<file path="src/rtl/s2p_comma_aligner.sv">
// Serial-to-parallel receiver that aligns 10-bit words on the 8b/10b K28.5 comma
// and tracks link lock with a HUNT/CHECK/LOCKED state machine.
module s2p_comma_aligner #(
  parameter int                 WIDTH      = 10,
  parameter logic [WIDTH-1:0]   COMMA_N    = 10'h17C,
  parameter logic [WIDTH-1:0]   COMMA_P    = 10'h283,
  parameter int                 LOCK_COUNT = 3,
  parameter int                 LOSS_COUNT = 4
) (
  input  logic             clk,
  input  logic             reset,
  input  logic             serial_in,
  output logic [WIDTH-1:0] parallel_out,
  output logic             word_valid,
  output logic             comma_det,
  output logic             locked
);

  typedef enum logic [1:0] {
    HUNT   = 2'd0,
    CHECK  = 2'd1,
    LOCKED = 2'd2
  } state_t;

  localparam logic [3:0] LOCK_TH  = 4'(LOCK_COUNT);
  localparam logic [3:0] LOSS_TH  = 4'(LOSS_COUNT);
  localparam logic [3:0] LAST_BIT = 4'(WIDTH - 1);

  state_t           state;
  logic [WIDTH-1:0] shift_reg;
  logic [3:0]       bit_cnt;
  logic [3:0]       good_cnt;
  logic [3:0]       bad_cnt;

  logic [WIDTH-1:0] win;
  logic             is_comma;
  logic             boundary;
  logic [3:0]       good_inc;
  logic [3:0]       bad_inc;

  function automatic logic [3:0] sat_inc(input logic [3:0] v);
    return (v == 4'd15) ? 4'd15 : v + 4'd1;
  endfunction

  // Window of the ten most recent bits (oldest at bit0) and its classification.
  always_comb begin
    win      = {serial_in, shift_reg[WIDTH-1:1]};
    is_comma = (win == COMMA_N) || (win == COMMA_P);
    boundary = (bit_cnt == LAST_BIT);
    good_inc = sat_inc(good_cnt);
    bad_inc  = sat_inc(bad_cnt);
  end

  // Shift register, word phase counter, lock FSM and registered outputs.
  always_ff @(posedge clk or posedge reset) begin
    if (reset) begin
      state        <= HUNT;
      shift_reg    <= '0;
      bit_cnt      <= 4'd0;
      good_cnt     <= 4'd0;
      bad_cnt      <= 4'd0;
      parallel_out <= '0;
      word_valid   <= 1'b0;
      comma_det    <= 1'b0;
      locked       <= 1'b0;
    end else begin
      shift_reg  <= win;
      word_valid <= 1'b0;
      comma_det  <= 1'b0;
      bit_cnt    <= boundary ? 4'd0 : bit_cnt + 4'd1;
      case (state)
        HUNT: begin
          if (is_comma) begin
            bit_cnt      <= 4'd0;
            parallel_out <= win;
            word_valid   <= 1'b1;
            comma_det    <= 1'b1;
            good_cnt     <= 4'd1;
            if (LOCK_TH == 4'd1) begin
              state   <= LOCKED;
              bad_cnt <= 4'd0;
              locked  <= 1'b1;
            end else begin
              state <= CHECK;
            end
          end
        end
        CHECK: begin
          if (boundary) begin
            parallel_out <= win;
            word_valid   <= 1'b1;
            comma_det    <= is_comma;
            if (is_comma) begin
              good_cnt <= good_inc;
              if (good_inc >= LOCK_TH) begin
                state   <= LOCKED;
                bad_cnt <= 4'd0;
                locked  <= 1'b1;
              end
            end
          end else if (is_comma) begin
            // A comma at a new phase restarts qualification from that phase.
            bit_cnt      <= 4'd0;
            parallel_out <= win;
            word_valid   <= 1'b1;
            comma_det    <= 1'b1;
            good_cnt     <= 4'd1;
          end
        end
        LOCKED: begin
          if (boundary) begin
            parallel_out <= win;
            word_valid   <= 1'b1;
            comma_det    <= is_comma;
            if (is_comma) begin
              bad_cnt <= 4'd0;
            end
          end else if (is_comma) begin
            if (bad_inc >= LOSS_TH) begin
              state        <= CHECK;
              bit_cnt      <= 4'd0;
              parallel_out <= win;
              word_valid   <= 1'b1;
              comma_det    <= 1'b1;
              good_cnt     <= 4'd1;
              bad_cnt      <= 4'd0;
              locked       <= 1'b0;
            end else begin
              bad_cnt <= bad_inc;
            end
          end
        end
        default: begin
          state  <= HUNT;
          locked <= 1'b0;
        end
      endcase
    end
  end

endmodule
</file>
<file path="config.mk">
export PLATFORM = sky130hd
export DESIGN_NAME = s2p_comma_aligner
export DESIGN_NICKNAME = d
export VERILOG_FILES = /design/src/rtl/s2p_comma_aligner.sv
export SDC_FILE = /design/constraint.sdc
export NUM_CORES = 1
export LEC_CHECK = 0
export BUFFER_PORTS_ARGS = -buffer_cell sky130_fd_sc_hd__buf_2
export CAP_MARGIN = 40
export CORE_ASPECT_RATIO = 0.8
export CORE_MARGIN = 5
export CORE_UTILIZATION = 30
export CTS_CLUSTER_DIAMETER = 150
export CTS_CLUSTER_SIZE = 20
export DETAILED_ROUTE_END_ITERATION = 7
export MAX_ROUTING_LAYER = met4
export SYNTH_ARGS = -nofsm -noshare
export SYNTH_HDL_FRONTEND = slang
export SYNTH_SLANG_ARGS = --single-unit
</file>
<file path="constraint.sdc">
create_clock -name clk -period 3.25 [get_ports clk]
set_input_delay 0.65 -clock clk [delete_from_list [all_inputs] [get_ports clk]]
set_output_delay 0.65 -clock clk [all_outputs]
set_load 0.05 [all_outputs]
</file>
==> flow_metrics.env <==
export IMPL_largest_reg_flops=10
export IMPL_drive_above_1_share_pct=15.6
export IMPL_timing_fmax_ghz=0.445
export IMPL_clockPowerShare_pct=25.7
export IMPL_switchingPower_w=0.000477
export IMPL_synth_top_area_share_pct=49.1
export IMPL_hpwl_um=2870
export IMPL_clockBufferDepth=2
export IMPL_hold_depth=0
export IMPL_core_um2=5910
export IMPL_use_met3_pct=2.88
export IMPL_nets=202
export IMPL_drt_iter0_drc=96
export IMPL_syn_area_um2=1840
export IMPL_yosysWarnings=0
export IMPL_switching_share_pct=37.4
export IMPL_gp_congestion=0.792
export IMPL_synthCells=172
export IMPL_synth_area_per_cell_um2=10.7
export IMPL_grt_max_degree=37
export IMPL_cts_sink_count=36
export IMPL_r2r_cells=6
export IMPL_dieWidth_um=97.5
export IMPL_dieArea_um2=7790
export IMPL_routed_via_count=1384
export IMPL_synth_common_cells="dfrtp_1, nor2_1, o21ai_0"
export IMPL_port_buffer_count=15
export IMPL_grt_busiest_layer="met1"
export IMPL_fp_row_count=25
export IMPL_ir_drop_uv=294
export IMPL_status="completed"
export IMPL_tritoncts="built"
export IMPL_reg2reg_setup_slack_ns=1.01
export IMPL_clk_pin_slew_worst_paths_ns=0.07
export IMPL_power_w=0.00128
export IMPL_hold_end="shift_reg[7]"
export IMPL_cts_setup_buffers=0
export IMPL_antenna_diode_count=0
export IMPL_io_pins=16
export IMPL_skew_ns=0.0113
export IMPL_fin_tns_setup_ns=0
export IMPL_drc=0
export IMPL_ctsHoldBuffers=0
export IMPL_ys_seq_area_share_pct=49.1
export IMPL_synth_edf_count=0
export IMPL_ys_ff_latch=36
export IMPL_hp_class="flop to flop"
export IMPL_yosysMostFrequentCell="dfrtp_1"
export IMPL_rsz0062_at_grt="false"
export IMPL_maxCapViolCount=0
export IMPL_clock_latency_ns=0.29
export IMPL_grt_pass1_wl_um=6720
export IMPL_met2_usage_pct=14.0
export IMPL_antenna_found_initial=0
export IMPL_synth_cell_types=50
export IMPL_drt_wirelength_per_cell_um=14.4
export IMPL_met1_usage_pct=16.4
export IMPL_start_util_pct=31.0
export IMPL_cts_max_level=2
export IMPL_tightest_slew_ns=0.518
export IMPL_critPathLaunchType="flop"
export IMPL_crit_arrival_ns=2.47
export IMPL_syn_to_final_growth_pct=13.7
export IMPL_cp_end_kind="flop"
export IMPL_setup_viol=0
export IMPL_cts_buffers=5
export IMPL_timing_final_crit_share_pct=69.1
export IMPL_power_density_nw_per_um2=612
export IMPL_slew_headroom_pct=65.4
export IMPL_finalHoldViolCount=0
export IMPL_dr_pass1_iters=4
export IMPL_ctsResizeCount=0
export IMPL_critical_path_class="flop to flop"
export IMPL_synthFlopType="dfrtp_1"
export IMPL_leakagePower_nw=0.940
export IMPL_drtAntennaViolNets=0
export IMPL_hold_start="shift_reg[8]"
export IMPL_period_needed_ns=2.24
export IMPL_async_flop_share_pct=100
export IMPL_syn_nets=183
export IMPL_slew_violations=0
export IMPL_rr_endpoint="parallel_out[6]"
export IMPL_drt_wl_total_um=3920
export IMPL_synth_area_leaders="dfrtp_1, ha_1, a22o_1"
export IMPL_worstReg2RegStart="shift_reg[8]"
export IMPL_vias_per_cell=5.07
export IMPL_clock_root_buffer="clkbuf_8"
export IMPL_die_height_um=80.0
export IMPL_grt_pass1_vias=1338
export IMPL_seqPwrFrac_pct=42.9
export IMPL_required_ns=3.47
export IMPL_pwr_share_comb_pct=31.5
export IMPL_grt_usage_pct=11.1
export IMPL_internal_power_w=0.000801
export IMPL_globalRoute_totalOverflow=0
export IMPL_cp_max_fo=13
export IMPL_fill_cells=589
export IMPL_synth_area_leader_cell="dfrtp_1"
[placed cells by master, fill, tap and decap left out, types with 2 or more instances in the layout]
master    count
nand2_1      10
nand3_1       4
nand4b_1      3
o211ai_1      2
buf_2        15
nor4b_1       3
and2_1        2
o21ai_1       2
clkbuf_8      6
a22o_1        8
or2_1         2
a21oi_1       9
nor2b_1       4
nor3_1        3
a31oi_1       3
nor2_1       13
o21ai_0      11
o31ai_1       3
dfrtp_1      36
clkbuf_1      2
inv_1         9
a21o_1        2
o22ai_1       2
ha_1          8
or4_1         2
a211oi_1      2
[power by group through the flow]
stage / clock network (W) / logic (W) / registers (W)
final: 0.000328 / 0.000402 / 0.000548
after global routing: 0.000355 / 0.000448 / 0.000554
after CTS: 0.000336 / 0.000406 / 0.000547
after detailed placement: 0 / 0.000405 / 0.000556
after global placement: 0 / 0.000400 / 0.000554
after floorplan: 0 / 0.000248 / 0.000612
[cells by family after synthesis]
group | count (synthesis) | synth area share (%)
AO/OA/AOI/OAI | 55 | 21.7
XOR/XNOR | 2 | 0.955
adder cells (fa/ha/maj) | 8 | 5.45
buffers and inverters | 13 | 3.07
flip-flops | 36 | 49.1
multiplexers | 2 | 1.16
AND/OR/NAND/NOR | 56 | 18.5
[worst max-delay path by stage]
stage	start	to	slack, ns
CTS	shift_reg[8]	parallel_out[6]	0.99
floorplan	serial_in	state[0]	1.12
global placement	serial_in	parallel_out[6]	0.73
finish	shift_reg[8]	parallel_out[6]	1.01
global route	shift_reg[8]	bad_cnt[1]	0.80
detailed placement	serial_in	parallel_out[7]	0.71
[per-layer routing]
| layer | part of all wire, % | up-vias |
|---|---|---|
| li1 | - | 684 |
| met1 | 57 | 665 |
| met5 | 0 | - |
| met3 | 3.7 | 9 |
| met4 | 2.1 | 0 |
| met2 | 37 | 26 |
[cell type report]
cell class | count | area [µm²] | share of cell area, %
sequential | 36 | 901 | 43.2
multi-input combinational | 123 | 878 | 42.1
tap | 81 | 101 | 4.86
clock buffer | 8 | 90.1 | 4.32
timing repair buffer | 16 | 82.6 | 3.96
inverter | 9 | 33.8 | 1.62
[worst max-delay path, stage by stage, from the launching register on]
cell and delay, ns:
dfrtp_1 0.41, nand4b_1 0.21, or4_4 0.51, nand2_2 0.23
o21ai_1 0.15, a221oi_4 0.46, a22o_1 0.20
[through the flow]
step	cells	hold WS (ns)	cell area, µm²	setup WS, ns	utilization [%]
2_1_floorplan	172	0.379	1840	1.12	-
3_3_place_gp	265	0.417	2000	0.729	33.8
3_5_place_dp	265	0.408	2000	0.714	33.8
4_1_cts	273	0.431	2090	0.993	35.3
5_1_grt	273	0.444	2090	0.797	35.3
6_report	273	0.436	2090	1.01	35.3
Note: power is estimated with default switching activity, not from simulation.
